--- config.mk ---
export PLATFORM = sky130hd
export DESIGN_NAME = instr_encoder
export DESIGN_NICKNAME = d
export VERILOG_FILES = /design/src/rtl/rv32_pkg.sv /design/src/rtl/instr_encoder_imm_pack.sv /design/src/rtl/instr_encoder.sv
export SDC_FILE = /design/constraint.sdc
export NUM_CORES = 1
export LEC_CHECK = 0
export CAP_MARGIN = 0
export CORE_MARGIN = 2
export CORE_UTILIZATION = 40
export CTS_CLUSTER_DIAMETER = 30
export CTS_CLUSTER_SIZE = 8
export DETAILED_ROUTE_END_ITERATION = 7
export GPL_ROUTABILITY_DRIVEN = 1
export GPL_TIMING_DRIVEN = 1
export MAX_ROUTING_LAYER = met4
export PLACE_DENSITY_LB_ADDON = 0.25
export SLEW_MARGIN = 20
export SYNTH_ARGS = -nofsm -noshare
export SYNTH_HDL_FRONTEND = slang
export SYNTH_HIERARCHICAL = 1
export SYNTH_SLANG_ARGS = --single-unit
--- constraint.sdc ---
create_clock -name clk -period 3.47 [get_ports clk]
set_clock_uncertainty 0.05 [all_clocks]
set_input_delay 0.694 -clock clk [delete_from_list [all_inputs] [get_ports clk]]
set_output_delay 0.694 -clock clk [all_outputs]
set_load 0.005 [all_outputs]
--- src/rtl/rv32_pkg.sv ---
// Shared RV32I encoding constants: opcodes, instruction-format codes,
// immediate range limits and the encoder FSM state type.
package rv32_pkg;

    localparam logic [6:0] OP_LUI    = 7'b0110111;
    localparam logic [6:0] OP_AUIPC  = 7'b0010111;
    localparam logic [6:0] OP_JAL    = 7'b1101111;
    localparam logic [6:0] OP_JALR   = 7'b1100111;
    localparam logic [6:0] OP_BRANCH = 7'b1100011;
    localparam logic [6:0] OP_LOAD   = 7'b0000011;
    localparam logic [6:0] OP_STORE  = 7'b0100011;
    localparam logic [6:0] OP_IMM    = 7'b0010011;
    localparam logic [6:0] OP_REG    = 7'b0110011;

    typedef enum logic [2:0] {
        FMT_R   = 3'd0,
        FMT_I   = 3'd1,
        FMT_S   = 3'd2,
        FMT_B   = 3'd3,
        FMT_U   = 3'd4,
        FMT_J   = 3'd5,
        FMT_LI  = 3'd6,
        FMT_ILL = 3'd7
    } fmt_e;

    // Signed byte-offset limits; B and J additionally require an even offset.
    localparam int IMM12_MIN = -2048;
    localparam int IMM12_MAX = 2047;
    localparam int IMM_B_MIN = -4096;
    localparam int IMM_B_MAX = 4094;
    localparam int IMM_J_MIN = -(1 << 20);
    localparam int IMM_J_MAX = (1 << 20) - 2;

    typedef enum logic [1:0] {
        ST_EMPTY = 2'd0,
        ST_ONE   = 2'd1,
        ST_LUI   = 2'd2
    } state_e;

endpackage

--- src/rtl/instr_encoder_imm_pack.sv ---
// Scatters a 32-bit immediate into its I/S/B/U/J instruction bit positions
// and flags immediates the chosen format cannot represent.
module imm_pack
    import rv32_pkg::*;
(
    input  fmt_e        fmt,
    input  logic [31:0] imm,
    output logic [31:0] bits,
    output logic        err
);

    logic signed [31:0] simm;
    assign simm = $signed(imm);

    always_comb begin
        // NOTE: every output gets a default first so no path can infer a latch.
        bits = '0;
        err  = 1'b0;
        unique case (fmt)
            FMT_I: begin
                bits = {imm[11:0], 20'b0};
                err  = (simm < IMM12_MIN) || (simm > IMM12_MAX);
            end
            FMT_S: begin
                bits = {imm[11:5], 13'b0, imm[4:0], 7'b0};
                err  = (simm < IMM12_MIN) || (simm > IMM12_MAX);
            end
            FMT_B: begin
                bits = {imm[12], imm[10:5], 13'b0, imm[4:1], imm[11], 7'b0};
                err  = (simm < IMM_B_MIN) || (simm > IMM_B_MAX) || imm[0];
            end
            FMT_U: begin
                bits = {imm[31:12], 12'b0};
                err  = (imm[11:0] != 12'd0);
            end
            FMT_J: begin
                bits = {imm[20], imm[10:1], imm[11], imm[19:12], 12'b0};
                err  = (simm < IMM_J_MIN) || (simm > IMM_J_MAX) || imm[0];
            end
            FMT_ILL: err = 1'b1;
            default: ;
        endcase
    end

endmodule

--- src/rtl/instr_encoder.sv ---
// RV32I instruction encoder with LI -> LUI+ADDI expansion, behind a
// registered valid/ready stream (1-cycle latency, 1 word/cycle).
module instr_encoder
    import rv32_pkg::*;
#(
    parameter int XLEN   = 32,
    parameter int OP_LEN = 7
) (
    input  logic              clk,
    input  logic              rst_n,
    input  logic              in_valid,
    output logic              in_ready,
    input  logic [2:0]        in_fmt,
    input  logic [OP_LEN-1:0] in_opcode,
    input  logic [4:0]        in_rd,
    input  logic [4:0]        in_rs1,
    input  logic [4:0]        in_rs2,
    input  logic [2:0]        in_funct3,
    input  logic [6:0]        in_funct7,
    input  logic [XLEN-1:0]   in_imm,
    output logic              out_valid,
    input  logic              out_ready,
    output logic [XLEN-1:0]   out_instr,
    output logic              out_err
);

    fmt_e            fmt;
    state_e          state_q, state_d;
    logic [31:0]     imm_bits;
    logic            imm_err;
    logic [31:0]     first_word, addi_word, lui_word, li_sum, pending_q;
    logic [19:0]     li_hi;
    logic [11:0]     li_lo;
    logic            first_err, li_two, accept;

    assign fmt = fmt_e'(in_fmt);

    imm_pack u_imm_pack (
        .fmt  (fmt),
        .imm  (in_imm),
        .bits (imm_bits),
        .err  (imm_err)
    );

    // Word that is registered on accept; for a two-word LI this is the LUI.
    always_comb begin
        li_sum     = in_imm + 32'h800;
        li_hi      = li_sum[31:12];
        li_lo      = in_imm[11:0];
        lui_word   = {li_hi, in_rd, OP_LUI};
        addi_word  = {li_lo, in_rd, 3'b000, in_rd, OP_IMM};
        li_two     = 1'b0;
        first_err  = imm_err;
        first_word = '0;
        unique case (fmt)
            FMT_R:        first_word = {in_funct7, in_rs2, in_rs1, in_funct3, in_rd, in_opcode};
            FMT_I:        first_word = imm_bits | {12'b0, in_rs1, in_funct3, in_rd, in_opcode};
            FMT_S, FMT_B: first_word = imm_bits | {7'b0, in_rs2, in_rs1, in_funct3, 5'b0, in_opcode};
            FMT_U, FMT_J: first_word = imm_bits | {20'b0, in_rd, in_opcode};
            FMT_LI: begin
                if (li_hi == 20'd0) begin
                    first_word = {li_lo, 5'd0, 3'b000, in_rd, OP_IMM};
                end else begin
                    first_word = lui_word;
                    li_two     = (li_lo != 12'd0);
                end
            end
            default:      first_word = '0;
        endcase
    end

    assign accept = in_valid & in_ready;

    always_ff @(posedge clk) begin
        // NOTE: sequential state uses non-blocking assignments so every register samples pre-edge values.
        if (!rst_n) state_q <= ST_EMPTY;
        else        state_q <= state_d;
    end

    always_comb begin
        state_d = state_q;
        unique case (state_q)
            ST_EMPTY: if (accept) state_d = li_two ? ST_LUI : ST_ONE;
            ST_ONE: begin
                if (accept)         state_d = li_two ? ST_LUI : ST_ONE;
                else if (out_ready) state_d = ST_EMPTY;
            end
            ST_LUI:   if (out_ready) state_d = ST_ONE;
            default:  state_d = ST_EMPTY;
        endcase
    end

    always_comb begin
        in_ready  = (state_q == ST_EMPTY) || ((state_q == ST_ONE) && out_ready);
        out_valid = (state_q != ST_EMPTY);
    end

    always_ff @(posedge clk) begin
        if (!rst_n) begin
            out_instr <= '0;
            out_err   <= 1'b0;
        end else if (accept) begin
            out_instr <= first_word;
            out_err   <= first_err;
        end else if ((state_q == ST_LUI) && out_ready) begin
            out_instr <= pending_q;
            out_err   <= 1'b0;
        end
    end

    // NOTE: pending_q is data only and left unreset; it is read solely in ST_LUI, which reset leaves.
    always_ff @(posedge clk) begin
        if (accept && li_two) pending_q <= addi_word;
    end

endmodule

* After elaboration in Yosys (flattened, before gate mapping)
Index checks and enable logic that the tools add are counted.
Storage, ports and cells: flip-flop bits (word level) 57, input port bits 71, output and inout port bits 35, word-level logic and storage cells 62
Cells by class: add/subtract/negate cells 1, magnitude comparators 6, equality and inequality tests 12, mux-type cells 16, bitwise operators 4, reduce and logical (&&, ||, !) cells 19
Operators with widths (count):
- 32-bit one-hot mux with 5 select lines | 2
- 32-bit two-way mux | 3
- 32-bit by 12-bit adder with 32-bit output (second input constant) | 1
- 32-bit by 12-bit greater-than comparator with 1-bit output (second input constant) | 1
- 32-bit by 13-bit greater-than comparator with 1-bit output (second input constant) | 1
- 32-bit by 21-bit greater-than comparator with 1-bit output (second input constant) | 1
- 32-bit by 12-bit less-than comparator with 1-bit output (second input constant) | 1
- 32-bit by 13-bit less-than comparator with 1-bit output (second input constant) | 1
- 32-bit by 21-bit less-than comparator with 1-bit output (second input constant) | 1
- 32-bit by 12-bit OR with 32-bit output | 1
- 32-bit by 20-bit OR with 32-bit output | 1
- 32-bit by 25-bit OR with 32-bit output | 1
- 20-bit logical NOT | 1
- 3-bit equality test (second input constant) | 4
- 12-bit nonzero test | 1
- 2-bit two-way mux | 5
- 3-bit by 2-bit equality test with 1-bit output (second input constant) | 2
- 1-bit logical OR | 6
- 2-bit one-hot mux with 3 select lines | 1
- 2-bit OR reduction | 3
- 1-bit one-hot mux with 5 select lines | 1
- 1-bit two-way mux | 4
- 2-bit != test (second input constant) | 2
- 2-bit nonzero test | 2
- 9 further kinds | 11

* Longest topological paths before layout
Gate-level depths: netlist of the first run.
word-level depth 7, gate-level depth with buffers 11, gate-level depth less buffers 9

* Modules after synthesis
The synthesis of the first run kept the hierarchy.
Modules (own cells, without submodules):
- instr_encoder | instances 1, cells each 466, area an instance 3583.4 µm², seq. area each 1211.2 µm²
- imm_pack | instances 1, cells each 99, area an instance 588.1 µm², seq. area each 0.0 µm²

* Least setup slack after synthesis of the first run
OpenSTA, ideal clock, no wires.
path kind input -> register, start point input port in_imm[19], end point register pending_q[15], enable pin, library setup time 391 ps, data arrival time 2766 ps, required time 3029 ps, path slack 263 ps, stages on the path 8, path buffers 1, path through buf_2 nand4_1 nor4_4 nand3_1 xor2_1 nand2b_1 o211ai_1 nor2_1
Between the ends: word-level cells in the longest chain between the ends 5
RTL lines:
- from (decl) | line instr_encoder.sv:20 | input logic [XLEN-1:0] in_imm,
- 32-bit by 12-bit adder with 32-bit output | line instr_encoder.sv:47 | li_sum = in_imm + 32'h800;
- 20-bit logical NOT | line instr_encoder.sv:61 | if (li_hi == 20'd0) begin
- 1-bit two-way mux | line instr_encoder.sv:61
- 1-bit two-way mux | line instr_encoder.sv:55 | unique case (fmt)
- 1-bit logical AND | line instr_encoder.sv:113 | if (accept && li_two) pending_q <= addi_word;
- to (signal assigned) | line instr_encoder.sv:113
- to (decl) | line instr_encoder.sv:31 | logic [31:0] first_word, addi_word, lui_word, li_sum, pending_q;
Every way passes these cells. A chain may end at the register's enable or synchronous reset.

* Final worst setup path of the first run
start point input port in_imm[11], end point register pending_q[28], enable pin
Between the ends: word-level cells in the longest chain between the ends 5, elaborated cells on any way between the ends 6, classes of those cells add/sub (1); mux (2); reduce/logical (3)
RTL lines (line):
- 32-bit by 12-bit adder with 32-bit output | instr_encoder.sv:47
- 20-bit logical NOT | instr_encoder.sv:61
- 1-bit two-way mux * | instr_encoder.sv:61
- 1-bit two-way mux * | instr_encoder.sv:55
- 1-bit logical AND * | instr_encoder.sv:113
Every way passes the cells marked *; elsewhere a longest branch is shown, timed or not.

==> out/qor.yml, run 1 <==
run_status:
  status: "complete, no violations"
route:
  wl_mm: 16.4
  viasPerCell: 5.91
  route.vias.total: 4968
  drc: 0
  first_iter_violations: 394
  ant_nets: 0
  wl_per_cell_um: 19.4
  first_pass_iters: 5
logic_synthesis:
  yosysSeqAreaShare_pct: 29.0
  synth_top_area_cell: "dfxtp_1"
  ys_ff_latch: 52
  yosys.area_share.simple_pct: 30.0
  syn-instance-count: 565
  synthXorXnorAreaFrac_pct: 5.04
  synth_top_family_by_area: "simple AND/OR/NAND/NOR gates"
  avgSynthCellArea_um2: 7.38
  synth_edf_count: 17
  synthDistinctLibCells: 60
  ys_warn_count: 6
  synthTopCellsByArea: "dfxtp_1, edfxtp_1, nand2_1"
  syn-cell-area_mm2: 0.00417
  yosys_most_used_dff: "dfxtp_1"
  synth_compound_area_share_pct: 28.6
  synth-adder-area-share_pct: 0.300
  yosys-mux-area-fraction_pct: 1.23
  async_flop_share_pct: 0
  synth_top_area_share_pct: 16.8
cts:
  cts-root-buf: "clkbuf_8"
  ctsHtreeMaxLevel: 2
  clkTransAtPathRegs_ns: 0.11
  numClockSinks: 52
  ctsResizeCount: 0
  holdBufCountCts: 0
  clk_latency_ns: 0.33
  clock_tree.buffer_depth: 2
  cts_buffers: 5
  cts_tree: "yes"
  post_cts_buffers: 0
timing:
  slew_viol_final: 0
  worstMarginPinSlew_ns: 0.858
  hold_viol: 0
  post-route-period-util_pct: 94.6
  timing.fmax_mhz: 305
  hold_ws_ns: 0.471
  max_slew_margin_pct: 42.6
  rsz0062_at_grt: "no"
  fin_crit_ns: 3.28
  setup_viol: 0
  finalSetupTns_ns: 0
grt:
  grt_max_degree: 34
  antenna_found_initial: 0
  grt_pass1_wl_mm: 24.8
  grt_overflow_total: 0
  grt_pass1_vias: 4628
  grtUsageTotal_pct: 29.4
finish:
  area_growth_pct: 39.8
  layout.nets: 776
  drive_gt1_share_pct: 12.9
  antenna_cells: 0
  num-fill-cells: 976
die:
  core_region_area_mm2: 0.0102
  pin_count: 106
  die_h_um: 106
  initial_utilization_pct: 40.8
  dieArea_mm2: 0.0113
  rows: 37
  die_x_um: 106
setup_path:
  timing.rr.end: "out_instr[16]$_SDFFE_PN0P_"
  crit_fanout: 16
  worstPathRequired_ns: 3.51
  rr_worst_depth: 7
  crit_type: "primary input to register"
  cp-end-kind: "register"
  cp.arrival_ns: 3.32
  critPathLaunchType: "primary input"
  crit_start: "in_imm[11]"
  reg2reg_from: "state_q[1]$_SDFFE_PN0P_"
  rrSetupSlack_ns: 1.30
worst_hold_path:
  hold_start: "out_instr[7]$_SDFFE_PN0P_"
  whs_endpoint: "out_instr[7]$_SDFFE_PN0P_"
  hold_path_depth: 2
  hold_class: "register to register"
power:
  peakVddDrop_mv: 0.150
  p_per_area_mw_per_mm2: 288
  leakage_nw: 2.15
placed_design:
  port_buffers: 105
  gp_congestion: 0.956
  hpwl_mm: 12.7
run:
  drv_cap: 0
stage by stage:
stage / instance area, um^2 / utilization [%] / total power [mW] / worst slack, ns / instances
6_report: 5830 / 57.0 / 1.68 / 0.189 / 841
5_1_grt: 5830 / 57.0 / 1.76 / 0.0383 / 841
4_1_cts: 5830 / 57.0 / 1.67 / 0.227 / 841
3_5_place_dp: 5740 / 56.1 / 1.29 / -0.116 / 833
3_3_place_gp: 5740 / 56.1 / 1.29 / 0.0238 / 833
2_1_floorplan: 4190 / - / 0.975 / 0.263 / 571
synth_stat cells (5+ instances only):
master / count
nand4_1: 10
and3_1: 5
nand3_1: 23
a22oi_1: 18
a222oi_1: 6
xor2_1: 7
nor4_1: 13
and2_1: 21
inv_1: 9
nor3_1: 17
nor2_1: 39
buf_2: 9
edfxtp_1: 17
a22o_1: 6
or2_2: 7
nand2_1: 73
a211oi_1: 7
xnor2_1: 17
o21ai_0: 50
buf_4: 7
a21boi_0: 14
a21oi_1: 50
dfxtp_1: 35
clkbuf_1: 28
nor2b_1: 14
a31oi_1: 6
o22ai_1: 5
a221oi_1: 7
cells in the final DEF, fill, tap and decap left out, types with 4 or more instances in the layout:
cell | Yosys | routed
a22o_1 | 6 | 6
a211oi_1 | 7 | 7
buf_4 | 7 | 62
o211ai_1 | 4 | 4
nand2_1 | 73 | 73
dfxtp_1 | 35 | 35
edfxtp_1 | 17 | 17
nor2b_1 | 14 | 14
nor4_1 | 13 | 13
o22ai_1 | 5 | 5
inv_1 | 9 | 9
xor2_1 | 7 | 7
nor3_1 | 17 | 17
and3_1 | 5 | 5
o21ai_0 | 50 | 50
conb_1 | 1 | 7
clkdlybuf4s50_1 | 0 | 105
or2_2 | 7 | 7
nand4_1 | 10 | 10
a222oi_1 | 6 | 6
and2_1 | 21 | 21
a22oi_1 | 18 | 18
a31oi_1 | 6 | 6
clkbuf_8 | 0 | 5
a21oi_1 | 50 | 50
xnor2_1 | 17 | 17
nor2_1 | 39 | 39
a21boi_0 | 14 | 14
nand3_1 | 23 | 23
a221oi_1 | 7 | 7
mux2i_1 | 4 | 4
routing by layer:
layer  GRT usage, %  vias to the layer above  wire, um
li1               -                     2349         -
met1           39.3                     2361      7160
met2           46.9                      240      7620
met3           5.09                       18      1360
met4           6.02                        0       216
met5              -                        -         0
worst max-delay path by stage:
stage,end,depth (start not counted)
floorplan,pending_q[15]$_DFFE_PP_,8
global placement,pending_q[29]$_DFFE_PP_,11
finish,pending_q[28]$_DFFE_PP_,11
global route,pending_q[28]$_DFFE_PP_,11
detailed placement,pending_q[26]$_DFFE_PP_,11
CTS,pending_q[28]$_DFFE_PP_,11
worst max-delay path, stage by stage:
cell	delay, ns
clkdlybuf4s50_1	0.57
ha_1	0.23
nand2_1	0.09
nor3_1	0.24
xnor2_1	0.19
nor4bb_1	0.33
buf_4	0.17
nand4_2	0.17
o211ai_1	0.29
nor2_1	0.13
buf_12	0.20
report_power, final:
part | internal [mW] | switching, mW | total [mW]
logic | 0.295 | 0.305 | 0.600
registers | 0.670 | 0.0232 | 0.693
clock network | 0.149 | 0.239 | 0.388
total | 1.11 | 0.567 | 1.68
registers in the layout (all words and copies together), names as in the netlist:
name,count
state_q,2
pending_q,17
out_instr,32
out_err,1
layout make-up:
class / instances / area, um^2 / area share (%)
sequential: 52 / 1210 / 20.8
inverter: 10 / 37.5 / 0.644
multi-input combinational: 465 / 2740 / 47.0
clock inverter: 3 / 26.3 / 0.450
clock buffer: 5 / 68.8 / 1.18
tap: 136 / 170 / 2.92
timing repair buffer: 170 / 1580 / 27.0
logic make-up (layout without fill, tap and decap cells):
family                   count (synthesis)  in the layout
XOR/XNOR                                24             24
AND/OR/NAND/NOR                        241            241
multiplexers                             5              5
buffers and inverters                   54            188
AO/OA/AOI/OAI                          187            187
flip-flops                              52             52
adder cells (fa/ha/maj)                  1              1
other                                    1              7
(Power assumes the default switching activity.)
==> run 2: changes to the inputs <==
- GPL_TIMING_DRIVEN: 1 -> default
==> results of run 2 <==
No change in the layout: final DEF, timing and power equal those of run 1.
==> run 3: changes to the inputs <==
- SLEW_MARGIN: 20 -> 15
==> results of run 3 <==
No change in the layout: final DEF, timing and power equal those of run 1.
